===== src/rtl/cpu_pkg.sv =====
// Shared definitions for the CPU front end: word widths and the fetch
// control states.
package cpu_pkg;

  localparam int INST_W     = 32;
  localparam int DEF_ADDR_W = 32;

  typedef enum logic [1:0] {
    IDLE = 2'd0,
    RUN  = 2'd1,
    HALT = 2'd2
  } fetch_state_e;

endpackage


===== src/rtl/fetch_queue.sv =====
// Two-entry {instr, pc} FIFO between the imem response and the decoder.
// The head entry lives in dedicated registers that drive the decoder outputs.
module fetch_queue
  import cpu_pkg::*;
#(
  parameter int ADDR_W = DEF_ADDR_W
) (
  input  logic              clk,
  input  logic              rst,
  input  logic              flush,
  input  logic              wr_en,
  input  logic [INST_W-1:0] wr_instr,
  input  logic [ADDR_W-1:0] wr_pc,
  input  logic              rd_en,
  output logic [1:0]        count,
  output logic              valid,
  output logic [INST_W-1:0] head_instr,
  output logic [ADDR_W-1:0] head_pc
);

  typedef struct packed {
    logic [INST_W-1:0] instr;
    logic [ADDR_W-1:0] pc;
  } entry_t;

  entry_t head;
  entry_t tail;
  entry_t wr_entry;
  logic   rd;
  logic   tail_we;

  assign wr_entry   = '{instr: wr_instr, pc: wr_pc};
  assign rd         = rd_en && (count != 2'd0);
  assign valid      = (count != 2'd0);
  assign head_instr = head.instr;
  assign head_pc    = head.pc;

  // The head only moves on a dequeue or when filling an empty queue, so the
  // decoder sees a stable word for as long as it stalls.
  always_ff @(posedge clk) begin
    if (rst) begin
      head  <= '0;
      count <= 2'd0;
    end else if (flush) begin
      count <= 2'd0;
    end else if (rd && !wr_en) begin
      if (count == 2'd2) begin
        head  <= tail;
        count <= 2'd1;
      end else begin
        count <= 2'd0;
      end
    end else if (wr_en && !rd) begin
      if (count == 2'd0) begin
        head  <= wr_entry;
        count <= 2'd1;
      end else if (count == 2'd1) begin
        count <= 2'd2;
      end
    end else if (wr_en && rd) begin
      head <= (count == 2'd2) ? tail : wr_entry;
    end
  end

  assign tail_we = wr_en && !flush &&
                   (((count == 2'd1) && !rd) || ((count == 2'd2) && rd));

  // NOTE: tail storage has no reset; count alone says whether it holds data,
  // so clearing it would only add reset fan-out.
  always_ff @(posedge clk) begin
    if (tail_we) tail <= wr_entry;
  end

endmodule


===== src/rtl/inst_fetch.sv =====
// Fetch stage: owns the PC, issues reads to a 1-cycle synchronous imem and
// hands {instrm, pc_out} to the decoder through a 2-entry queue.
module inst_fetch
  import cpu_pkg::*;
#(
  parameter int                ADDR_W   = DEF_ADDR_W,
  parameter logic [ADDR_W-1:0] RESET_PC = '0,
  parameter int                PC_STEP  = 1
) (
  input  logic              clk,
  input  logic              rst,
  input  logic              start,
  input  logic              halt,
  output logic              imem_en,
  output logic [ADDR_W-1:0] imem_addr,
  input  logic [INST_W-1:0] imem_rdata,
  input  logic              redirect_valid,
  input  logic [ADDR_W-1:0] redirect_pc,
  output logic [INST_W-1:0] instrm,
  output logic [ADDR_W-1:0] pc_out,
  output logic              inst_valid,
  input  logic              inst_ready
);

  localparam logic [ADDR_W-1:0] STEP = ADDR_W'(PC_STEP);

  fetch_state_e      state, state_nxt;
  logic [ADDR_W-1:0] pc, pc_nxt;
  logic              inflight;
  logic [ADDR_W-1:0] inflight_pc;
  logic [1:0]        q_count;
  logic [1:0]        occ;
  logic              deq;
  logic              seq_ok;

  assign deq = inst_valid && inst_ready;
  assign occ = q_count + {1'b0, inflight};

  // NOTE: every output of this block gets a default first so no path through
  // the case/if leaves a value unassigned and infers a latch.
  always_comb begin
    state_nxt = state;
    pc_nxt    = pc;
    seq_ok    = 1'b0;
    imem_en   = 1'b0;
    imem_addr = redirect_valid ? redirect_pc : pc;

    case (state)
      IDLE, HALT: if (start && !halt) state_nxt = RUN;
      RUN:        if (halt) state_nxt = HALT;
      default:    state_nxt = IDLE;
    endcase

    // Room for one more word counting the in-flight read; a full pipe may
    // still issue when the decoder frees a slot this cycle.
    seq_ok  = (occ < 2'd2) || ((occ == 2'd2) && deq);
    imem_en = (state == RUN) && (redirect_valid || seq_ok);

    if (redirect_valid) begin
      pc_nxt = (state == RUN) ? redirect_pc + STEP : redirect_pc;
    end else if (imem_en) begin
      pc_nxt = pc + STEP;
    end
  end

  // NOTE: sequential state uses non-blocking assignments so every register
  // samples the pre-edge values regardless of statement order.
  always_ff @(posedge clk) begin
    if (rst) begin
      state       <= IDLE;
      pc          <= RESET_PC;
      inflight    <= 1'b0;
      inflight_pc <= '0;
    end else begin
      state    <= state_nxt;
      pc       <= pc_nxt;
      inflight <= imem_en;
      if (imem_en) inflight_pc <= imem_addr;
    end
  end

  // A redirect flushes the queue and drops the response of the read issued
  // last cycle; only the redirect target's read survives.
  fetch_queue #(.ADDR_W(ADDR_W)) u_queue (
    .clk       (clk),
    .rst       (rst),
    .flush     (redirect_valid),
    .wr_en     (inflight && !redirect_valid),
    .wr_instr  (imem_rdata),
    .wr_pc     (inflight_pc),
    .rd_en     (deq),
    .count     (q_count),
    .valid     (inst_valid),
    .head_instr(instrm),
    .head_pc   (pc_out)
  );

endmodule


===== config.mk =====
export PLATFORM = sky130hd
export DESIGN_NAME = inst_fetch
export DESIGN_NICKNAME = d
export VERILOG_FILES = /design/src/rtl/cpu_pkg.sv /design/src/rtl/fetch_queue.sv /design/src/rtl/inst_fetch.sv
export SDC_FILE = /design/constraint.sdc
export NUM_CORES = 1
export LEC_CHECK = 0
export CORE_ASPECT_RATIO = 1.75
export CORE_MARGIN = 1.5
export CORE_UTILIZATION = 25
export DETAILED_ROUTE_END_ITERATION = 7
export GPL_ROUTABILITY_DRIVEN = 1
export PLACE_DENSITY = 0.56
export SKIP_LAST_GASP = 1
export SLEW_MARGIN = 40
export SYNTH_ARGS = -nofsm -noshare
export SYNTH_HDL_FRONTEND = slang
export SYNTH_HIERARCHICAL = 1
export SYNTH_SLANG_ARGS = --single-unit

===== constraint.sdc =====
create_clock -name clk -period 7.23 [get_ports clk]
set_input_delay 0.723 -clock clk [delete_from_list [all_inputs] [get_ports clk]]
set_output_delay 0.723 -clock clk [all_outputs]
set_load 0.02 [all_outputs]

==> implementation parameters <==
Parameter                              Value

Routing
  Number of search-and-repair iterations in the first detailed-routing pass ... 5
  Vias post-DR ... 7,624
  Count of unresolved DRC violations after routing ... 0
  Final antenna-violating net count ... 0
  Post-detailed-routing wire length ... 27.1 mm
  Violation count after the first detailed-routing iteration ... 483
  Vias per Instance ... 4.84
  Routed wire per std cell ... 17.2 µm

Logic synthesis
  Fraction of synthesis flops using an asynchronous set or reset pin ... 0%
  Summed instance area of the synthesized netlist ... 8950 µm²
  Mean area per synthesized cell ... 9.23 µm²
  Post-Synth XOR/XNOR Area ... 4.50%
  EDFF count, synth ... 64
  Cell variety after synth ... 56
  Fraction of synthesized area in multiplexers ... 4.10%
  Adder-cell area share of the yosys netlist ... 0.699%
  Basic-gate share of the synthesized area counting and, or, nand and nor cells ... 22.4%
  Dominant combinational cell family by area after synthesis ... simple AND/OR/NAND/NOR gates
  Number of warnings issued by yosys ... 6
  Mapped Nets ... 1,044
  Portion of the post-synthesis area used by sequential elements ... 51.2%
  Share of the synthesized area in compound gates (AO/OA/AOI/OAI) ... 12.9%
  Primary FF master, synth ... sky130_fd_sc_hd__dfxtp_1
  Number of cells produced by synthesis ... 969
  Post-synthesis sequential element count ... 197

Clock network
  Clock root cell ... sky130_fd_sc_hd__clkbuf_16
  Hold-fix buffers at CTS ... 0
  Largest buffer count on any clock path ... 2
  H-tree depth ... 4
  Total number of clock tree sinks ... 197
  Number of buffers created by CTS ... 17
  PostCTS Resize Cnt ... 0
  Post-CTS setup buffers ... 0
  CTS tree ... built
  CTS clk-pin slew, worst paths ... 0.07 ns
  Clock insertion delay at the later pin of the skew report ... 0.45 ns

Power and ir drop
  Pleak ... 3.66 nW
  Peak ir drop on the vdd network ... 0.118 mV
  Areal power density over the cells ... 205 nW/µm²

Cells and area
  Synthesis-to-finish area growth ... 29.6%
  Post-layout instance count excluding filler cells ... 1,576
  Layout net count ... 1,173
  Count of antenna diodes in the layout ... 0
  Filler Cells Inserted ... 3,716
  Core occupancy in the finished layout ... 32.8%
  Share of post-route cells with drive strength above 1 ... 7.83%

Timing
  Worst setup margin ... 3.61 ns
  FMAX ... 276 MHz
  Summed negative setup slack over all endpoints ... 0 ns
  Slew at the pin closest to its max-slew limit ... 0.752 ns
  Total of endpoints with negative setup slack in the final report ... 0
  Number of pins with negative max-slew slack in the final report ... 0
  Final Critical Period ... 3.62 ns
  Unrepaired setup endpoints after global routing ... no
  Layout Skew ... 0.0136 ns
  Hold WS ... 0.460 ns
  Endpoints failing hold ... 0
  Ratio of final minimum period to clock period ... 50.1%
  Worst relative slew slack ... 49.4%

Floorplan
  Floorplan Core Area ... 35,300 µm²
  Vertical die dimension ... 253 µm
  Top-level port count ... 168
  Chip Width ... 146 µm
  Die footprint ... 37,000 µm²
  Initial Util ... 25.3%
  Floorplan row count ... 91

Worst setup path
  Critical-path maximum fanout ... 58
  Setup slack on the worst flop-to-flop path ... 3.61 ns
  Category of the most critical setup path ... input port to register
  Critical path data arrival time ... 3.97 ns
  Worst setup EP type ... register
  Crit path launch type ... input port
  Required time of the critical path ... 7.58 ns

Global route
  Number of antenna violations at the first check in global routing ... 0
  Remaining global-route overflow ... 0
  Wire length of the first global-routing pass ... 42.4 mm
  Maximum number of pins on one net before global-route repair ... 89
  Via count of the first global-routing pass ... 7,376
  Total routing usage reported by global routing ... 14.7%

Placed design
  Number of port buffers ... 167
  Number of placed instances with taps included ... 1,543
  HPWL after DPL ... 18.9 mm
  Global placer's final weighted congestion ... 0.830
  Post-Place Worst Slack ... 3.02 ns

Run
  Max Cap Viol ... 0

Hold path
  Kind of path behind the tightest hold check ... register to register

Outcome
  Run status ... finished clean
kinds of logic after synthesis:
| group | count (synthesis) |
|---|---|
| AND/OR/NAND/NOR | 443 |
| multiplexers | 33 |
| AO/OA/AOI/OAI | 159 |
| flip-flops | 197 |
| XOR/XNOR | 46 |
| buffers and inverters | 86 |
| adder cells (fa/ha/maj) | 5 |
through the flow:
step | power [mW] | cell area (µm²)
floorplan | 1.35 | 8950
global placement | 1.48 | 11000
detailed placement | 1.49 | 11000
CTS | 2.42 | 11600
global route | 2.48 | 11600
finish | 2.38 | 11600
layout make-up:
type	instances	area [µm²]	share of cell area [%]
clock buffer	19	433	3.73
clock inverter	13	120	1.04
sequential	197	4580	39.5
timing repair buffer	181	1790	15.4
tap	465	582	5.02
multi-input combinational	686	4030	34.8
inverter	15	56.3	0.486
worst paths after layout:
kind,start,cells past startpoint,to
max,redirect_valid,12,u_queue/head_instr[7]
min,inflight_pc[28],0,u_queue/tail[28]
max reg2reg,u_queue/count[0],12,u_queue/head_instr[7]
min reg2reg,inflight_pc[28],0,u_queue/tail[28]
state kept, by name, indices dropped and copies added (netlist names):
register and count:
state 2, inflight_pc 32, pc 32, u_queue/head_instr 32
inflight 1, u_queue/tail 64, u_queue/count 2, u_queue/head_pc 32
cell usage after synthesis, drive strengths merged (15+ instances only):
cell type | n | area (µm²)
nand4 | 18 | 119
nand3 | 25 | 130
nor4 | 31 | 200
inv | 15 | 56.3
mux2 | 29 | 327
a21oi | 37 | 185
clkbuf | 47 | 176
xor2 | 15 | 131
buf | 24 | 139
edfxtp | 64 | 1920
nor3 | 31 | 155
a311oi | 64 | 561
dfxtp | 133 | 2660
nor2 | 99 | 372
nand2 | 204 | 766
xnor2 | 31 | 272
layout by cell type (no fill, tap or decap), types with 3 or more instances in the layout:
| cell | instances |
|---|---|
| sky130_fd_sc_hd__a311oi_1 | 64 |
| sky130_fd_sc_hd__o31a_1 | 3 |
| sky130_fd_sc_hd__nor2_1 | 98 |
| sky130_fd_sc_hd__mux2_2 | 29 |
| sky130_fd_sc_hd__and2_1 | 3 |
| sky130_fd_sc_hd__buf_4 | 12 |
| sky130_fd_sc_hd__inv_6 | 3 |
| sky130_fd_sc_hd__nor4_1 | 30 |
| sky130_fd_sc_hd__clkbuf_16 | 17 |
| sky130_fd_sc_hd__o22ai_1 | 6 |
| sky130_fd_sc_hd__o21ai_0 | 11 |
| sky130_fd_sc_hd__mux2i_1 | 4 |
| sky130_fd_sc_hd__a21oi_1 | 37 |
| sky130_fd_sc_hd__a31oi_1 | 4 |
| sky130_fd_sc_hd__inv_8 | 3 |
| sky130_fd_sc_hd__nor3_1 | 30 |
| sky130_fd_sc_hd__edfxtp_1 | 64 |
| sky130_fd_sc_hd__o21a_1 | 6 |
| sky130_fd_sc_hd__o31ai_1 | 4 |
| sky130_fd_sc_hd__dfxtp_1 | 133 |
| sky130_fd_sc_hd__xor2_1 | 15 |
| sky130_fd_sc_hd__nand2b_1 | 3 |
| sky130_fd_sc_hd__nand3_1 | 24 |
| sky130_fd_sc_hd__nand4_1 | 17 |
| sky130_fd_sc_hd__clkdlybuf4s50_1 | 165 |
| sky130_fd_sc_hd__inv_1 | 15 |
| sky130_fd_sc_hd__ha_1 | 5 |
| sky130_fd_sc_hd__and3_1 | 5 |
| sky130_fd_sc_hd__or4_1 | 4 |
| sky130_fd_sc_hd__xnor2_1 | 31 |
| sky130_fd_sc_hd__and4_1 | 7 |
| sky130_fd_sc_hd__clkinvlp_4 | 4 |
| sky130_fd_sc_hd__nand2_1 | 204 |
| sky130_fd_sc_hd__a211oi_1 | 12 |
layer usage:
layer	part of all wire, %	GRT usage [%]
met4	3.6	7.07
met1	40	16.4
met3	3.9	3.08
met2	52	26.4
met5	0	0
power by group:
| part | switching, mW | internal, mW | leakage, nW |
|---|---|---|---|
| Clock | 0.463 | 0.454 | 0.259 |
| Combinational | 0.146 | 0.123 | 1.69 |
| Sequential | 0.0273 | 1.17 | 1.71 |
| Total | 0.637 | 1.74 | 3.66 |
critical path: stages:
cell                       delay (ns)
sky130_fd_sc_hd__buf_2           0.10
sky130_fd_sc_hd__buf_4           0.33
sky130_fd_sc_hd__nor2b_1         0.29
sky130_fd_sc_hd__inv_1           0.10
sky130_fd_sc_hd__ha_1            0.30
sky130_fd_sc_hd__or3b_1          0.41
sky130_fd_sc_hd__a221oi_4        0.22
sky130_fd_sc_hd__buf_4           0.42
sky130_fd_sc_hd__buf_12          0.26
sky130_fd_sc_hd__buf_4           0.43
sky130_fd_sc_hd__nor2_1          0.08
sky130_fd_sc_hd__a311oi_1        0.25
No activity file was read; power rests on OpenSTA's default activity.
